## src/rtl/axis_packer_if.sv

```systemverilog
// AXI-Stream bundle used on both sides of axis_packer.
// master drives tdata/tkeep/tvalid/tlast/tuser, slave drives tready.
interface axis_packer_if #(
  parameter int DATA_WIDTH = 16,
  parameter int KEEP_WIDTH = DATA_WIDTH / 8
);
  logic [DATA_WIDTH-1:0] tdata;
  logic [KEEP_WIDTH-1:0] tkeep;
  logic                  tvalid;
  logic                  tready;
  logic                  tlast;
  logic                  tuser;

  modport master (
    output tdata, tkeep, tvalid, tlast, tuser,
    input  tready
  );

  modport slave (
    input  tdata, tkeep, tvalid, tlast, tuser,
    output tready
  );
endinterface

```

## src/rtl/axis_packer.sv

```systemverilog
// axis_packer: compacts sparse-tkeep narrow beats into full wide words,
// emitting a low-aligned partial word at the end of each frame.
// Ports: clk, rst (async, active high), input_axis (slave, narrow),
// output_axis (master, wide, single output register).
// Optional macro AXIS_PACKER_TIMEOUT_EN: idle flush of partial bytes.
module axis_packer #(
  parameter int INPUT_DATA_WIDTH  = 16,
  parameter int INPUT_KEEP_WIDTH  = INPUT_DATA_WIDTH / 8,
  parameter int OUTPUT_DATA_WIDTH = 64,
  parameter int OUTPUT_KEEP_WIDTH = OUTPUT_DATA_WIDTH / 8,
  parameter int TIMEOUT_CYCLES    = 256
) (
  input  logic         clk,
  input  logic         rst,
  axis_packer_if.slave  input_axis,
  axis_packer_if.master output_axis
);
  localparam int IKW = INPUT_KEEP_WIDTH;
  localparam int OKW = OUTPUT_KEEP_WIDTH;
  localparam int AW  = OKW + IKW - 1;
  localparam int AB  = AW * 8;
  localparam int CW  = $clog2(OKW + IKW);
  localparam int OW1 = OKW + 1;
  localparam logic [CW-1:0] OKW_C = CW'(OKW);
  localparam logic [OKW:0]  ONE   = OW1'(1);

  localparam logic [0:0] ACCUM = 1'b0;
  localparam logic [0:0] FLUSH = 1'b1;

  logic [0:0]    state, state_n;
  logic [AB-1:0] acc, acc_n;
  logic [CW-1:0] acc_cnt, cnt_n;
  logic          user_or, uor_n;

  logic [OUTPUT_DATA_WIDTH-1:0] o_data;
  logic [OKW-1:0]               o_keep;
  logic                         o_valid;
  logic                         o_last;
  logic                         o_user;

  logic          load_ok;
  logic          rdy;
  logic          accept;
  logic          tmo_fire;
  logic [IKW*8-1:0] comp;
  logic [CW-1:0] n;
  logic [CW-1:0] new_cnt;
  logic [AB-1:0] merged;
  logic [AB-1:0] rem;

  logic                         ld;
  logic [OUTPUT_DATA_WIDTH-1:0] ld_data;
  logic [OKW-1:0]               ld_keep;
  logic                         ld_last;
  logic                         ld_user;

  function automatic logic [OKW-1:0] kmask(input logic [CW-1:0] c);
    logic [OKW:0] t;
    t = (ONE << c) - ONE;
    return t[OKW-1:0];
  endfunction

  assign load_ok = !o_valid | output_axis.tready;
  assign rdy     = !rst & (state == ACCUM) & load_ok;
  assign accept  = input_axis.tvalid & rdy;

  // squeeze kept lanes down to the bottom, lane 0 first
  always_comb begin
    comp = '0;
    n    = '0;
    for (int i = 0; i < IKW; i++) begin
      if (input_axis.tkeep[i]) begin
        comp[n*8 +: 8] = input_axis.tdata[i*8 +: 8];
        n = n + CW'(1);
      end
    end
  end

  // acc bytes at or above acc_cnt are always zero, so OR merges cleanly
  assign merged  = acc | (AB'(comp) << {acc_cnt, 3'b000});
  assign new_cnt = acc_cnt + n;
  assign rem     = merged >> (OKW * 8);

  always_comb begin
    ld      = 1'b0;
    ld_data = merged[OKW*8-1:0];
    ld_keep = '0;
    ld_last = 1'b0;
    ld_user = 1'b0;
    acc_n   = acc;
    cnt_n   = acc_cnt;
    uor_n   = user_or;
    state_n = state;
    if (state == FLUSH) begin
      if (load_ok) begin
        ld      = 1'b1;
        ld_data = acc[OKW*8-1:0];
        ld_keep = kmask(acc_cnt);
        ld_last = 1'b1;
        ld_user = user_or;
        acc_n   = '0;
        cnt_n   = '0;
        uor_n   = 1'b0;
        state_n = ACCUM;
      end
    end else if (accept) begin
      if (input_axis.tlast && new_cnt <= OKW_C) begin
        ld      = 1'b1;
        ld_keep = kmask(new_cnt);
        ld_last = 1'b1;
        ld_user = user_or | input_axis.tuser;
        acc_n   = '0;
        cnt_n   = '0;
        uor_n   = 1'b0;
      end else if (new_cnt >= OKW_C) begin
        ld      = 1'b1;
        ld_keep = '1;
        acc_n   = rem;
        cnt_n   = new_cnt - OKW_C;
        uor_n   = user_or | input_axis.tuser;
        if (input_axis.tlast) state_n = FLUSH;
      end else begin
        acc_n   = merged;
        cnt_n   = new_cnt;
        uor_n   = user_or | input_axis.tuser;
      end
    end else if (tmo_fire) begin
      // partial word mid-frame; tuser OR carries on to tlast
      ld      = 1'b1;
      ld_data = acc[OKW*8-1:0];
      ld_keep = kmask(acc_cnt);
      acc_n   = '0;
      cnt_n   = '0;
    end
  end

`ifdef AXIS_PACKER_TIMEOUT_EN
  logic [15:0] tmo_cnt;
  logic        idle;

  assign idle     = (state == ACCUM) & !accept & (acc_cnt != '0);
  assign tmo_fire = idle & load_ok &
                    (32'(tmo_cnt) + 32'd1 >= 32'(TIMEOUT_CYCLES));

  always_ff @(posedge clk or posedge rst) begin
    if (rst) begin
      tmo_cnt <= '0;
    end else if (accept | ld) begin
      tmo_cnt <= '0;
    end else if (idle && 32'(tmo_cnt) < 32'(TIMEOUT_CYCLES)) begin
      tmo_cnt <= tmo_cnt + 16'd1;
    end
  end
`else
  assign tmo_fire = 1'b0;
`endif

  always_ff @(posedge clk or posedge rst) begin
    if (rst) begin
      state   <= ACCUM;
      acc     <= '0;
      acc_cnt <= '0;
      user_or <= 1'b0;
      o_valid <= 1'b0;
      o_data  <= '0;
      o_keep  <= '0;
      o_last  <= 1'b0;
      o_user  <= 1'b0;
    end else begin
      state   <= state_n;
      acc     <= acc_n;
      acc_cnt <= cnt_n;
      user_or <= uor_n;
      if (ld) begin
        o_valid <= 1'b1;
        o_data  <= ld_data;
        o_keep  <= ld_keep;
        o_last  <= ld_last;
        o_user  <= ld_user;
      end else if (output_axis.tready) begin
        o_valid <= 1'b0;
      end
    end
  end

  assign input_axis.tready  = rdy;
  assign output_axis.tdata  = o_data;
  assign output_axis.tkeep  = o_keep;
  assign output_axis.tvalid = o_valid;
  assign output_axis.tlast  = o_last;
  assign output_axis.tuser  = o_user;
endmodule

```

## src/flat_wrapper.sv

```systemverilog
// flat-port wrapper written by rule: the top's interface ports become plain ports
module axis_packer_flat 
#(
  parameter int INPUT_DATA_WIDTH  = 16,
  parameter int INPUT_KEEP_WIDTH  = INPUT_DATA_WIDTH / 8,
  parameter int OUTPUT_DATA_WIDTH = 64,
  parameter int OUTPUT_KEEP_WIDTH = OUTPUT_DATA_WIDTH / 8,
  parameter int TIMEOUT_CYCLES    = 256
)
  (clk, rst, input_axis_tdata, input_axis_tkeep, input_axis_tvalid, input_axis_tlast, input_axis_tuser, input_axis_tready, output_axis_tdata, output_axis_tkeep, output_axis_tvalid, output_axis_tlast, output_axis_tuser, output_axis_tready);
  axis_packer_if #(.DATA_WIDTH(16)) input_axis_i ();
  axis_packer_if #(.DATA_WIDTH(64)) output_axis_i ();
  input  logic clk;
  input  logic rst;
  input wire logic [$bits(input_axis_i.tdata)-1:0] input_axis_tdata;
  input wire logic [$bits(input_axis_i.tkeep)-1:0] input_axis_tkeep;
  input wire logic [$bits(input_axis_i.tvalid)-1:0] input_axis_tvalid;
  input wire logic [$bits(input_axis_i.tlast)-1:0] input_axis_tlast;
  input wire logic [$bits(input_axis_i.tuser)-1:0] input_axis_tuser;
  output wire logic [$bits(input_axis_i.tready)-1:0] input_axis_tready;
  output wire logic [$bits(output_axis_i.tdata)-1:0] output_axis_tdata;
  output wire logic [$bits(output_axis_i.tkeep)-1:0] output_axis_tkeep;
  output wire logic [$bits(output_axis_i.tvalid)-1:0] output_axis_tvalid;
  output wire logic [$bits(output_axis_i.tlast)-1:0] output_axis_tlast;
  output wire logic [$bits(output_axis_i.tuser)-1:0] output_axis_tuser;
  input wire logic [$bits(output_axis_i.tready)-1:0] output_axis_tready;
  assign input_axis_i.tdata = input_axis_tdata;
  assign input_axis_i.tkeep = input_axis_tkeep;
  assign input_axis_i.tvalid = input_axis_tvalid;
  assign input_axis_i.tlast = input_axis_tlast;
  assign input_axis_i.tuser = input_axis_tuser;
  assign input_axis_tready = input_axis_i.tready;
  assign output_axis_tdata = output_axis_i.tdata;
  assign output_axis_tkeep = output_axis_i.tkeep;
  assign output_axis_tvalid = output_axis_i.tvalid;
  assign output_axis_tlast = output_axis_i.tlast;
  assign output_axis_tuser = output_axis_i.tuser;
  assign output_axis_i.tready = output_axis_tready;
  axis_packer #(.INPUT_DATA_WIDTH(INPUT_DATA_WIDTH), .INPUT_KEEP_WIDTH(INPUT_KEEP_WIDTH), .OUTPUT_DATA_WIDTH(OUTPUT_DATA_WIDTH), .OUTPUT_KEEP_WIDTH(OUTPUT_KEEP_WIDTH), .TIMEOUT_CYCLES(TIMEOUT_CYCLES)) u_core (.clk(clk), .rst(rst), .input_axis(input_axis_i), .output_axis(output_axis_i));
endmodule
```

## config.mk

```make
export PLATFORM = sky130hd
export DESIGN_NAME = axis_packer_flat
export DESIGN_NICKNAME = d
export VERILOG_FILES = /design/src/rtl/axis_packer_if.sv /design/src/rtl/axis_packer.sv /design/src/flat_wrapper.sv
export SDC_FILE = /design/constraint.sdc
export NUM_CORES = 1
export LEC_CHECK = 0
export ABC_AREA = 1
export CAP_MARGIN = 20
export CORE_MARGIN = 3
export CORE_UTILIZATION = 56
export DETAILED_ROUTE_END_ITERATION = 8
export HOLD_SLACK_MARGIN = 0.02
export PLACE_DENSITY = 0.81
export SKIP_LAST_GASP = 1
export SYNTH_ARGS = -nofsm -noshare
export SYNTH_HDL_FRONTEND = slang
export SYNTH_SLANG_ARGS = --single-unit
```

## constraint.sdc

```tcl
create_clock -name clk -period 5.6 [get_ports clk]
set_input_delay 1.12 -clock clk [delete_from_list [all_inputs] [get_ports clk]]
set_output_delay 1.12 -clock clk [all_outputs]
set_load 0.01 [all_outputs]
```

==> metrics <==
Period minus WS final=3.89 ns; Tcrit/Tclk final=0.695; cell area after layout=9380 sq um; FF-to-FF setup slack=2.82 ns; Post-Route WL=20,000 um; MaxCap Viol Count=0; post-DR wirelength/cell=15.8 um; initial core utilization=0.579; register area=3830 sq um; worst slew pin tran=0.893 ns; number of synthesized flops with an enable pin=0; r2r worst-path depth=8; Leak=0.00459 uW; synthesized instance count=1,001; CTS root buf=clkbuf_16; worst hold endpoint=u_core.output_axis.tdata[43]$_DFFE_PP0P_; Top-Level Pins=100; min-delay worst type=register to register; post-CTS setup buffer count=0; deepest clock path buffer count=2; area of the multi-input gates=3340 sq um; vias in the first global route=6,601; Sum Neg Setup Slack=0 ns; Max Freq=257 MHz; post-synthesis cell area=7730 sq um; CP Capture Type=register; Final Max Slew Viols=0; skew final=0.00514 ns; hold buffer count at cts=0; First DRT Iteration DRCs=742; Synth top area share=0.495; Hold Crit Depth=2; met2 GRT Util=0.417; latest clock arrival within the worst-skew pair=0.43 ns; via count=7,148; Final Setup Violations=0; pre-CTS WS=1.32 ns; peak supply drop=0.265 mV; PD cells=396 nW/um^2; DRT Pass-1 Iters=5; initial antenna violation count=0; GR Util met1=0.402; WP data required=5.96 ns; # clock sinks=153; # rows=42; die area=15,200 sq um; CP startpoint kind=primary input; Relative slew margins=0.404; gr busiest metal=met2; placed instance area=8750 sq um; DRC=0; Crit Path Max Fanout=8; worst r2r src=u_core.acc_cnt[2]$_DFFE_PP0P_; HPWL Detailed=13,200 um; DR vias/cell=5.66; GRT Util Overall=0.277; PnR worst setup slack=1.71 ns; H-tree Lvls=4; grt total ovfl=0; post-layout net count=1,103; IO buf count=99; status=complete, no violations; largest net degree at the start of global routing=116; Hold Crit Start=u_core.output_axis.tdata[43]$_DFFE_PP0P_; CTS tree=yes; RSZ-0062 raised after global routing=no; Detail Route Antenna Nets=0; sequential area share after synthesis=0.495; Post-synth top cells=317 x nand2_1, 153 x dfrtp_1, 86 x nand3_1; Async SR Flop Fraction=1.00; core area=13,300 sq um; # fillers=1,098; hold slack=0.478 ns; post-synthesis net count=1,031; library cells used by synthesis=37; proportion of layout cells with a drive suffix above 1=0.0727; first-pass GRT wire length=33,200 um; Post-synth top flop=dfrtp_1; Die W=123 um; post-synthesis register bit count=153; M3 GR Usage=0.0613; cts repair resizes=0; Crit Path Class=primary input to register; most frequent cell after synthesis=nand2_1; Synth area leader=dfrtp_1; arrival time at the worst endpoint=4.25 ns; syn avg cell area=7.72 sq um; # diodes=0; largest cells by area after synthesis=dfrtp_1 50%, nand2_1 15%, nand3_1 5.6%; synth warn=0; clk slew on worst S/H paths=0.06 ns; worst reg2reg endpoint=u_core.output_axis.tdata[57]$_DFFE_PP0P_; Final Hold Fails=0; Die Y=123 um; total CTS buffers=17; synthesis-to-finish area growth=21.3%; GP Congestion=0.907
-- through the flow --
step                      total power [uW]  instances  utilization
after global placement                2480       1229        0.655
final                                 3710       1262        0.703
after CTS                             3720       1261        0.701
after global routing                  3920       1262        0.703
after detailed placement              2510       1229        0.655
after floorplan                       2060       1001            -
-- critical path, cell delays in order --
cell and delay, ns:
clkdlybuf4s50_1 0.59, ha_1 0.39, ha_1 0.18, inv_1 0.07, fa_1 0.57, nand2_1 0.09, nor2_1 0.19, nand2_1 0.11
ha_1 0.27, or2_2 0.31, nor2_1 0.11, nor2_1 0.06, nand2_1 0.07, nand2_1 0.04, nand3_1 0.06
-- cell families after synthesis --
logic type,after synthesis,share of synthesized area
compound gates,148,0.108
buf+inv,135,0.0730
flops,153,0.495
simple gates,559,0.313
fa+ha+maj,6,0.0107
-- registers in the layout, summed over array words and instances (netlist names) --
register / count
u_core.output_axis.tuser: 1
u_core.output_axis.tvalid: 1
u_core.output_axis.tkeep: 8
u_core.output_axis.tlast: 1
u_core.user_or: 1
u_core.acc_cnt: 4
u_core.state: 1
u_core.output_axis.tdata: 64
u_core.acc: 72
-- power breakdown --
group / leakage, uW / internal (uW) / switching [uW] / total [uW]
Sequential: 0.00205 / 1320 / 119 / 1440
Clock: 0.000302 / 712 / 490 / 1200
Combinational: 0.00224 / 456 / 618 / 1070
Total: 0.00459 / 2480 / 1230 / 3710
-- area by class of cell --
type | instances | share of cell area
clock buffers | 17 | 0.0454
clock inverters | 15 | 0.0204
inverters | 82 | 0.0332
multi-input cells | 713 | 0.356
flip-flops and latches | 153 | 0.408
well taps | 176 | 0.0235
repair buffers | 106 | 0.113
-- placed cells by master, fill, tap and decap left out, drive strengths merged --
cell type | synthesis | final
nand4 | 38 | 38
nor3 | 15 | 15
bufinv | 0 | 3
clkdlybuf4s50 | 0 | 99
nor2 | 90 | 90
nand2 | 321 | 321
o211ai | 5 | 5
buf | 35 | 7
fa | 1 | 1
clkbuf | 18 | 17
a22oi | 1 | 1
o2111ai | 1 | 1
o21a | 8 | 8
o21bai | 1 | 1
clkinv | 2 | 8
a31oi | 1 | 1
or2 | 5 | 5
nand3 | 88 | 88
clkinvlp | 0 | 2
o22ai | 8 | 8
o31ai | 4 | 4
ha | 5 | 5
a21oi | 63 | 63
o21ai | 56 | 56
and3 | 2 | 2
inv | 80 | 84
dfrtp | 153 | 153
-- layer usage --
metal	part of all wire	vias to the layer above
li1	-	3423
met1	0.44	3386
met2	0.47	304
met3	0.069	35
met4	0.019	0
met5	0	-
-- worst max-delay path by stage --
stage | start | end | slack, ns | cells past startpoint
after floorplan | rst | u_core.output_axis.tdata[11]$_DFFE_PP0P_ | 0.60 | 9
after global placement | input_axis_tkeep[0] | u_core.output_axis.tkeep[6]$_DFFE_PP0P_ | 1.40 | 15
after detailed placement | input_axis_tkeep[0] | u_core.output_axis.tkeep[6]$_DFFE_PP0P_ | 1.32 | 15
after CTS | input_axis_tkeep[0] | u_core.output_axis.tkeep[6]$_DFFE_PP0P_ | 1.74 | 15
after global routing | input_axis_tkeep[0] | u_core.output_axis.tkeep[6]$_DFFE_PP0P_ | 1.45 | 15
final | input_axis_tkeep[0] | u_core.output_axis.tkeep[6]$_DFFE_PP0P_ | 1.71 | 15
Note: power is estimated with default switching activity, not from simulation.
